### config.mk
export PLATFORM = sky130hd
export DESIGN_NAME = instr_sequencer
export DESIGN_NICKNAME = d
export VERILOG_FILES = /design/src/rtl/instr_sequencer_pkg.sv /design/src/rtl/instr_sequencer_seq_rom.sv /design/src/rtl/instr_sequencer.sv
export SDC_FILE = /design/constraint.sdc
export NUM_CORES = 1
export LEC_CHECK = 0
export CORE_MARGIN = 5
export CORE_UTILIZATION = 51
export DETAILED_ROUTE_END_ITERATION = 8
export GPL_TIMING_DRIVEN = 0
export PLACE_DENSITY = 0.73
export SLEW_MARGIN = 10
export SYNTH_ARGS = -nofsm -noshare
export SYNTH_HDL_FRONTEND = slang
export SYNTH_SLANG_ARGS = --single-unit
### constraint.sdc
create_clock -name clk -period 3.5 [get_ports clk]
set_clock_uncertainty 0.1 [all_clocks]
set_input_delay 0.7 -clock clk [delete_from_list [all_inputs] [get_ports clk]]
set_output_delay 0.7 -clock clk [all_outputs]
set_load 0.005 [all_outputs]
### src/rtl/instr_sequencer_pkg.sv
// instr_sequencer_pkg: shared constants and types for the instruction sequencer.
//   - 8-bit state-word encodings consumed by the control decoder
//   - 5-bit opcode constants (5'h00..5'h0F legal, 5'h10 and up illegal)
//   - FSM phase enum, ROM entry struct, IO-state helper
package instr_sequencer_pkg;

  // State words (existing encodings plus STATE_DECODE)
  localparam logic [7:0] STATE_FETCH_PC   = 8'h01;
  localparam logic [7:0] STATE_FETCH_INST = 8'h02;
  localparam logic [7:0] STATE_ALU_EXEC   = 8'h03;
  localparam logic [7:0] STATE_ALU_OUT    = 8'h04;
  localparam logic [7:0] STATE_SET_REG    = 8'h05;
  localparam logic [7:0] STATE_LOAD_ADDR  = 8'h06;
  localparam logic [7:0] STATE_SET_MEM    = 8'h07;
  localparam logic [7:0] STATE_SET_MAR    = 8'h08;
  localparam logic [7:0] STATE_MOVE_REG   = 8'h09;
  localparam logic [7:0] STATE_FETCH_SP   = 8'h0A;
  localparam logic [7:0] STATE_STACK_REG  = 8'h0B;
  localparam logic [7:0] STATE_INC_SP     = 8'h0C;
  localparam logic [7:0] STATE_JUMP       = 8'h0D;
  localparam logic [7:0] STATE_STORE_PC   = 8'h0E;
  localparam logic [7:0] STATE_TMP_JUMP   = 8'h0F;
  localparam logic [7:0] STATE_RET        = 8'h10;
  localparam logic [7:0] STATE_MOUT_STORE = 8'h11;
  localparam logic [7:0] STATE_ROUT_STORE = 8'h12;
  localparam logic [7:0] STATE_HALT       = 8'h13;
  localparam logic [7:0] STATE_DECODE     = 8'h14;

  // Opcodes
  localparam logic [4:0] OP_NOP  = 5'h00;
  localparam logic [4:0] OP_ALU  = 5'h01;
  localparam logic [4:0] OP_LDI  = 5'h02;
  localparam logic [4:0] OP_LD   = 5'h03;
  localparam logic [4:0] OP_ST   = 5'h04;
  localparam logic [4:0] OP_LDR  = 5'h05;
  localparam logic [4:0] OP_STR  = 5'h06;
  localparam logic [4:0] OP_MOV  = 5'h07;
  localparam logic [4:0] OP_PUSH = 5'h08;
  localparam logic [4:0] OP_POP  = 5'h09;
  localparam logic [4:0] OP_JMP  = 5'h0A;
  localparam logic [4:0] OP_CALL = 5'h0B;
  localparam logic [4:0] OP_RET  = 5'h0C;
  localparam logic [4:0] OP_MOUT = 5'h0D;
  localparam logic [4:0] OP_ROUT = 5'h0E;
  localparam logic [4:0] OP_HALT = 5'h0F;
  localparam logic [4:0] OP_ILLEGAL_MIN = 5'h10;

  typedef enum logic [2:0] {
    PH_FETCH_PC   = 3'd0,
    PH_FETCH_INST = 3'd1,
    PH_DECODE     = 3'd2,
    PH_EXEC       = 3'd3,
    PH_HALT       = 3'd4
  } phase_t;

  typedef struct packed {
    logic [7:0] word;
    logic       last;
    logic       legal;
  } rom_entry_t;

  // States that wait for the IO handshake before advancing
  function automatic logic is_io_state(input logic [7:0] word);
    return (word == STATE_MOUT_STORE) || (word == STATE_ROUT_STORE);
  endfunction

endpackage

### src/rtl/instr_sequencer_seq_rom.sv
// seq_rom: combinational execute-sequence table.
//   op    in  OPC_W   opcode to look up
//   step  in  STEP_W  execute step index
//   entry out         {state word, last-step flag, opcode-legal flag}
// NOP is encoded as a single FETCH_PC step flagged last, so the caller
// can retire it straight from DECODE.
module seq_rom
  import instr_sequencer_pkg::*;
#(
  parameter int OPC_W  = 5,
  parameter int STEP_W = 2
) (
  input  logic [OPC_W-1:0]  op,
  input  logic [STEP_W-1:0] step,
  output rom_entry_t        entry
);

  logic [7:0] w0;
  logic [7:0] w1;
  logic [7:0] w2;
  logic [1:0] last_idx;
  logic       legal;

  // Per-opcode sequence table
  always_comb begin
    w0       = STATE_FETCH_PC;
    w1       = STATE_FETCH_PC;
    w2       = STATE_FETCH_PC;
    last_idx = 2'd0;
    legal    = 1'b1;
    case (op)
      OP_NOP:  last_idx = 2'd0;
      OP_ALU:  begin w0 = STATE_ALU_EXEC;  w1 = STATE_ALU_OUT;   last_idx = 2'd1; end
      OP_LDI:  begin w0 = STATE_FETCH_PC;  w1 = STATE_SET_REG;   last_idx = 2'd1; end
      OP_LD:   begin w0 = STATE_FETCH_PC;  w1 = STATE_LOAD_ADDR; w2 = STATE_SET_REG;    last_idx = 2'd2; end
      OP_ST:   begin w0 = STATE_FETCH_PC;  w1 = STATE_LOAD_ADDR; w2 = STATE_SET_MEM;    last_idx = 2'd2; end
      OP_LDR:  begin w0 = STATE_SET_MAR;   w1 = STATE_SET_REG;   last_idx = 2'd1; end
      OP_STR:  begin w0 = STATE_SET_MAR;   w1 = STATE_SET_MEM;   last_idx = 2'd1; end
      OP_MOV:  begin w0 = STATE_MOVE_REG;  last_idx = 2'd0; end
      OP_PUSH: begin w0 = STATE_FETCH_SP;  w1 = STATE_STACK_REG; last_idx = 2'd1; end
      OP_POP:  begin w0 = STATE_INC_SP;    w1 = STATE_FETCH_SP;  w2 = STATE_SET_REG;    last_idx = 2'd2; end
      OP_JMP:  begin w0 = STATE_FETCH_PC;  w1 = STATE_JUMP;      last_idx = 2'd1; end
      OP_CALL: begin w0 = STATE_FETCH_SP;  w1 = STATE_STORE_PC;  w2 = STATE_TMP_JUMP;   last_idx = 2'd2; end
      OP_RET:  begin w0 = STATE_INC_SP;    w1 = STATE_FETCH_SP;  w2 = STATE_RET;        last_idx = 2'd2; end
      OP_MOUT: begin w0 = STATE_FETCH_PC;  w1 = STATE_LOAD_ADDR; w2 = STATE_MOUT_STORE; last_idx = 2'd2; end
      OP_ROUT: begin w0 = STATE_ROUT_STORE; last_idx = 2'd0; end
      OP_HALT: begin w0 = STATE_HALT;      last_idx = 2'd0; end
      default: begin w0 = STATE_HALT;      legal = 1'b0; end
    endcase
  end

  // Select the word for the requested step
  always_comb begin
    entry.legal = legal;
    entry.last  = (2'(step) == last_idx);
    if (step == STEP_W'(0)) begin
      entry.word = w0;
    end else if (step == STEP_W'(1)) begin
      entry.word = w1;
    end else begin
      entry.word = w2;
    end
  end

endmodule

### src/rtl/instr_sequencer.sv
// instr_sequencer: micro-sequencer producing the control-decoder state word.
//   clk         in   system clock
//   rst_n       in   asynchronous active-low reset
//   en          in   run enable; low freezes every register
//   opcode      in   IR opcode, sampled in DECODE only
//   io_ack      in   IO transfer accepted (used in MOUT_STORE/ROUT_STORE)
//   state       out  registered state word
//   instr_done  out  one-cycle pulse in the FETCH_PC after retirement
//   fault       out  sticky illegal-opcode flag
module instr_sequencer
  import instr_sequencer_pkg::*;
#(
  parameter int OPC_W     = 5,
  parameter int MAX_STEPS = 3
) (
  input  logic             clk,
  input  logic             rst_n,
  input  logic             en,
  input  logic [OPC_W-1:0] opcode,
  input  logic             io_ack,
  output logic [7:0]       state,
  output logic             instr_done,
  output logic             fault
);

  localparam int STEP_W = (MAX_STEPS > 1) ? $clog2(MAX_STEPS) : 1;

  phase_t            phase;
  logic [STEP_W-1:0] step;
  logic [OPC_W-1:0]  op_q;
  logic              last_q;   // current exec state is the final one

  logic [OPC_W-1:0]  rom_op;
  logic [STEP_W-1:0] rom_step;
  rom_entry_t        rom_out;

  // ROM looks ahead: first step of the incoming opcode in DECODE,
  // otherwise the step after the current one of the latched opcode
  always_comb begin
    if (phase == PH_DECODE) begin
      rom_op   = opcode;
      rom_step = '0;
    end else begin
      rom_op   = op_q;
      rom_step = step + STEP_W'(1);
    end
  end

  seq_rom #(.OPC_W(OPC_W), .STEP_W(STEP_W)) u_rom (
    .op    (rom_op),
    .step  (rom_step),
    .entry (rom_out)
  );

  // Sequencer FSM with registered outputs
  always_ff @(posedge clk or negedge rst_n) begin
    if (!rst_n) begin
      phase      <= PH_FETCH_PC;
      state      <= STATE_FETCH_PC;
      step       <= '0;
      op_q       <= OPC_W'(OP_NOP);
      last_q     <= 1'b0;
      instr_done <= 1'b0;
      fault      <= 1'b0;
    end else if (en) begin
      instr_done <= 1'b0;
      case (phase)
        PH_FETCH_PC: begin
          phase <= PH_FETCH_INST;
          state <= STATE_FETCH_INST;
        end
        PH_FETCH_INST: begin
          phase <= PH_DECODE;
          state <= STATE_DECODE;
        end
        PH_DECODE: begin
          op_q   <= opcode;
          step   <= '0;
          last_q <= rom_out.last;
          if (!rom_out.legal) begin
            phase <= PH_HALT;
            state <= STATE_HALT;
            fault <= 1'b1;
          end else if (rom_out.word == STATE_HALT) begin
            phase <= PH_HALT;
            state <= STATE_HALT;
          end else if (rom_out.last && (rom_out.word == STATE_FETCH_PC)) begin
            // NOP: retires with no execute states
            phase      <= PH_FETCH_PC;
            state      <= STATE_FETCH_PC;
            instr_done <= 1'b1;
          end else begin
            phase <= PH_EXEC;
            state <= rom_out.word;
          end
        end
        PH_EXEC: begin
          if (is_io_state(state) && !io_ack) begin
            state <= state;
          end else if (last_q) begin
            phase      <= PH_FETCH_PC;
            state      <= STATE_FETCH_PC;
            instr_done <= 1'b1;
          end else begin
            step   <= step + STEP_W'(1);
            state  <= rom_out.word;
            last_q <= rom_out.last;
          end
        end
        PH_HALT: begin
          state <= STATE_HALT;
        end
        default: begin
          // Corrupted phase: park safely and flag it
          phase <= PH_HALT;
          state <= STATE_HALT;
          fault <= 1'b1;
        end
      endcase
    end else begin
      instr_done <= 1'b0;
    end
  end

endmodule

Word-level counts from Yosys, hierarchy flattened
Cells that the tools add are included.
Widths: inputs -> output; s select.
{"block": "word_totals", "latchBits": 0, "out_inout_bits": 10, "ram_bits": 0, "mem_count": 0, "ff_bits": 21, "rom_bits": 0}
{"block": "op_classes", "add_sub_neg": 1, "n_eq_ne": 29, "shift": 0, "n_mux": 36, "n_reduce_logical": 24, "n_div": 0, "n_lt_le_gt_ge": 0, "bitwise": 2, "multipliers": 0}
{"operator": "$mux 8", "count": 6}
{"operator": "$eq 5x4->1 const B", "count": 8}
{"operator": "$pmux 5 s7", "count": 1}
{"operator": "$pmux 4 s8", "count": 1}
{"operator": "$pmux 8 s4", "count": 1}
{"operator": "$pmux 5 s5", "count": 1}
{"operator": "$eq 8x5->1 const B", "count": 3}
{"operator": "$eq 5x3->1 const B", "count": 4}
{"operator": "$reduce_or 6->1", "count": 3}
{"operator": "$reduce_or 16->1", "count": 1}
{"operator": "$pmux 3 s5", "count": 1}
{"operator": "$mux 3", "count": 4}
{"operator": "$eq 5x2->1 const B", "count": 2}
{"operator": "$mux 1", "count": 10}
{"operator": "$mux 5", "count": 2}
{"operator": "$reduce_or 2->1", "count": 5}
{"operator": "$eq 8x1->1 const B", "count": 1}
{"operator": "$mux 2", "count": 4}
{"operator": "$ne 2x2->1 const B", "count": 4}
{"operator": "$pmux 2 s2", "count": 2}
{"operator": "$reduce_and 4->1", "count": 2}
{"operator": "$eq 3x2->1 const B", "count": 2}
{"operator": "$pmux 1 s2", "count": 3}
{"operator": "$reduce_and 3->1", "count": 2}
{"operator": "17 further kinds", "count": 19}

Longest topological paths before layout
Gate-level depths: netlist of run 1.
{"block": "depth", "word_depth": 14, "ltp_mapped": 9}

Cells and area by module
Synthesis of run 1 repeated with hierarchy kept, for this count alone.
{"block": "unflattened", "cells_unflattened": 200, "area_unflattened_um2": 1701.6}
{"mod": "instr_sequencer", "instances": 1, "cells_each": 121, "area_each_um2": 1226.2}
{"mod": "seq_rom", "instances": 1, "cells_each": 79, "area_each_um2": 475.5}

Worst setup path before layout of run 1
Ideal clock, no wire load.
{"block": "synth_path", "path_kind": "input port to flip-flop", "start": "input port opcode[1]", "end": "register phase[1]", "stages": 7, "arrival_time_ns": 2.092, "setup_ns": 0.137, "path_buffers": 1, "required_ns": 3.263, "setup_slack_ns": 1.171, "cell_sequence": "clkbuf_1 -> nor2_1 -> mux2_2 -> a211oi_1 -> nor4_1 -> o41ai_2 -> a31oi_1"}
{"block": "synth_between", "elab_chain_len": 12}
{"element": "start: declaration", "line_no": "instr_sequencer.sv:19", "text": "input logic [OPC_W-1:0] opcode,"}
{"element": "$mux 5 *"}
{"element": "$eq 5x2->1, or another cell as far along", "line_no": "instr_sequencer_seq_rom.sv:31", "text": "case (op)"}
{"element": "$reduce_or 3->1 (no line) or $reduce_or 2->1 (tied branches)"}
{"element": "$pmux 4 s8 or $pmux 5 s5 (tied branches)", "line_no": "instr_sequencer_seq_rom.sv:31"}
{"element": "$mux 5", "line_no": "instr_sequencer_seq_rom.sv:58", "text": "end else if (step == STEP_W'(1)) begin"}
{"element": "$mux 8", "line_no": "instr_sequencer_seq_rom.sv:56", "text": "if (step == STEP_W'(0)) begin"}
{"element": "$eq 8x1->1", "line_no": "instr_sequencer.sv:87", "text": "end else if (rom_out.last && (rom_out.word == STATE_FETCH_PC)) begin"}
{"element": "$logic_and 1x1->1", "line_no": "instr_sequencer.sv:87"}
{"element": "$mux 2", "line_no": "instr_sequencer.sv:87"}
{"element": "$mux 3", "line_no": "instr_sequencer.sv:84", "text": "end else if (rom_out.word == STATE_HALT) begin"}
{"element": "$mux 3 *", "line_no": "instr_sequencer.sv:80", "text": "if (!rom_out.legal) begin"}
{"element": "$pmux 3 s5 *", "line_no": "instr_sequencer.sv:67", "text": "case (phase)"}
{"element": "end signal: assignment", "line_no": "instr_sequencer.sv:69", "text": "phase <= PH_FETCH_INST;"}
{"element": "end signal: assignment", "line_no": "instr_sequencer.sv:81", "text": "phase <= PH_HALT;"}
{"element": "end signal: assignment", "line_no": "instr_sequencer.sv:85", "text": "phase <= PH_HALT;"}
{"element": "end: declaration", "line_no": "instr_sequencer.sv:28", "text": "phase_t phase;"}
Every way passes the cells marked *; elsewhere a longest branch is shown, timed or not.
A chain may end at the register's enable or synchronous reset.

Worst setup path after layout of run 1
Ends and elaborated chain as after synthesis.

==> out/metrics.csv, run 1 <==
stage,metric,value,unit
run_status,status,"complete, no violations",
clocking,cts_max_level,1,
yosys,yosysTopAreaCell,dfrtp_1,
placement,placed_area,0.00191,mm²
timing,finalSetupViolCount,0,
power,pwr_density_cell,868,mW/mm²
clocking,clk_pin_slew,100,ps
critical_path,crit_arrival,2970,ps
floorplan,die_h,67.8,µm
drt,dr.pass1.iters,4,
power,peakVddDrop,0.398,mV
timing,relSlewSlack,45.1,%
layout,diodes,0,
clocking,ctsResizeCount,0,
floorplan,dieArea,0.00459,mm²
grt,grt.total_usage,20.1,%
yosys,synthTopCellsByCount,"dfrtp_1, nor2_1, nand2_1, o21ai_0, clkbuf_1",
clocking,cts_setup_buffers,0,
critical_path,reg2reg_depth,9,
critical_path,crit_chain,"clkdlybuf4s50_1, clkbuf_1, nor2_1, mux2_2, a211oi_1, nor4_1, o41ai_2, a31oi_1",
critical_path,worstSetupPathType,in2reg,
layout,finalNetCount,247,
layout,area_growth,14.2,%
placement,gp_congestion,0.934,
placement,port_buffers,14,
worst_hold_path,hp-class,reg2reg,
critical_path,crit_path_start,opcode[1],
critical_path,endpoint_kind,register,
critical_path,cp_slowest_stage_delay,480,ps
timing,timing.fmax,344,MHz
floorplan,io-pin-count,19,
drt,dr_wl_met3,303,µm
layout,finish.instance_area,0.00194,mm²
critical_path,cp_data_required_time,3570,ps
drt,met1_length,2.01,mm
grt,grt_overflow,0,
yosys,synth_edf_count,0,
drt,wl_per_cell,15.0,µm
placement,hpwl,3.21,mm
floorplan,start_util,51.8,%
timing,finalHoldViolCount,0,
critical_path,r2r_start,phase[2]$_DFFE_PN0P_,
yosys,synth_area_leaders,"dfrtp_1, mux2_2, nor2_1, o21ai_0, nand2_1",
yosys,synthCells,217,
grt,grt_pass1_wl,7.17,mm
clocking,cts_hold_buf,0,
power,p_leak,0.000756,µW
clocking,clock_sinks,18,
yosys,synth-seq-cells,18,
critical_path,endpoint,phase[1]$_DFFE_PN0P_,
floorplan,coreArea,0.00328,mm²
floorplan,die_x,67.8,µm
worst_hold_path,hp-start,fault$_DFFE_PN0P_,
layout,drive_gt1_share,13.1,%
floorplan,rows,21,
timing,fin_setup_tns,0,ps
job,drv_cap,0,
drt,highest_layer,met4,
clocking,root_buffer,clkbuf_4,
drt,wirelength,4.23,mm
yosys,netlist_area,0.00170,mm²
drt,vias_per_cell,5.96,
critical_path,r2r_end,phase[1]$_DFFE_PN0P_,
clocking,numCtsBuffers,3,
timing,worst_pin_slew,821,ps
timing,maxSlewViolCount,0,
timing,fin_crit_sh,83.0,%
grt,antenna_found_initial,0,
yosys,synth_cell_types,56,
drt,detail-route-antenna-nets,0,
clocking,clkLatencyLatePin,300,ps
drt,routed-via-count,1687,
clocking,tritoncts,built,
power,finalPower,1690,µW
timing,post-route-min-period,2910,ps
drt,drc,0,
yosys,ys_async_sr_fraction,100,%
critical_path,path_max_fanout,10,
yosys,synth_top_area_share,25.0,%
drt,drtIter0Drc,118,
yosys,avgSynthCellArea,7.85,µm²
timing,rsz0062_at_grt,no,
critical_path,rrSetupSlack,1010,ps
yosys,ys_warn_count,0,
yosys,yosysSeqAreaShare,26.5,%
grt,grt_max_degree,19,
grt,grt_pass1_vias,1533,
clocking,cts_buffer_depth,2,
drt,routed-wl-met2,1.86,mm
critical_path,cp_slowest_cell,o41ai_2,
yosys,ys.flop_type,dfrtp_1,
critical_path,cp-start-kind,input port,
## final cells by class
cell class | count | area, µm²
tap | 46 | 57.6
inverter | 7 | 26.3
timing repair buffer | 14 | 140
buffer | 24 | 125
fill | 301 | 1340
clock buffer | 4 | 36.3
sequential | 18 | 452
multi-input combinational | 170 | 1110
## cells by family after synthesis
logic type      Yosys count  synth area share (%)
mux                       9                  5.80
flops                    18                  26.5
other cells               1                 0.220
simple gates             87                  29.2
compound gates           61                  24.1
xor+xnor                  8                  4.11
fa+ha+maj                 2                  1.18
buf+inv                  31                  8.89
## critical path: cells and delay by family
kind	cells	cell delay, ps
AND/OR/NAND/NOR	2	250
AO/OA/AOI/OAI	3	940
multiplexers	1	270
buffers and inverters	2	810
## worst min-delay path by stage
stage               depth (start not counted)  slack [ps]                end
detailed placement                          1         360  fault$_DFFE_PN0P_
global route                                1         430  fault$_DFFE_PN0P_
floorplan                                   0         300  fault$_DFFE_PN0P_
finish                                      1         380  fault$_DFFE_PN0P_
global placement                            1         350  fault$_DFFE_PN0P_
CTS                                         1         390  fault$_DFFE_PN0P_
## placed cells by master, fill, tap and decap left out, drive strengths merged, types with 6 or more instances in the layout
cell,count
clkdlybuf4s50,14
nor3,6
nor2b,7
buf,14
mux2,7
clkbuf,14
nor4,9
o21ai,17
a21oi,9
nor2,17
inv,7
nand2,16
o211ai,6
dfrtp,17
## registers in the layout (all words and copies together), names as in the netlist
signal,count
instr_done,1
step,2
state,5
phase,3
fault,1
last_q,1
op_q,5
## stage by stage
stage	util, %	worst slack (ps)	hold WS [ps]	instances
6_report	59.2	595	382	283
5_1_grt	59.2	516	425	283
4_1_cts	59.2	622	387	283
3_5_place_dp	58.1	301	357	279
3_3_place_gp	58.1	303	349	279
2_1_floorplan	-	1170	304	219
## where the power goes
| part | switching [µW] | leakage (µW) | total, µW | internal [µW] |
|---|---|---|---|---|
| Combinational | 693 | 0.000518 | 1200 | 509 |
| Sequential | 57.6 | 0.000217 | 354 | 297 |
| Clock | 68.0 | 0.0000210 | 131 | 63.5 |
## routing by layer
layer  up-vias  GRT usage [%]
li1        836              -
met1       779           30.3
met2        64           29.5
met3         8           3.83
met4         0           4.47
met5         -              0
(Power assumes the default switching activity.)
==> run 2: changes to the inputs <==
==> constraint.sdc (replaced) <==
create_clock -name clk -period 3.05 [get_ports clk]
set_clock_uncertainty 0.1 [all_clocks]
set_input_delay 0.61 -clock clk [delete_from_list [all_inputs] [get_ports clk]]
set_output_delay 0.61 -clock clk [all_outputs]
set_load 0.005 [all_outputs]
==> results of run 2 <==
The final DEF is identical to that of run 1. Status: complete, no violations.
Among the figures that moved: setup slack after placement 301 ps -> -58.8 ps; setup slack after layout 595 ps -> 235 ps; register-to-register setup slack 1010 ps -> 560 ps; total power 1690 µW -> 1940 µW; worst IR drop on VDD 0.398 mV -> 0.456 mV
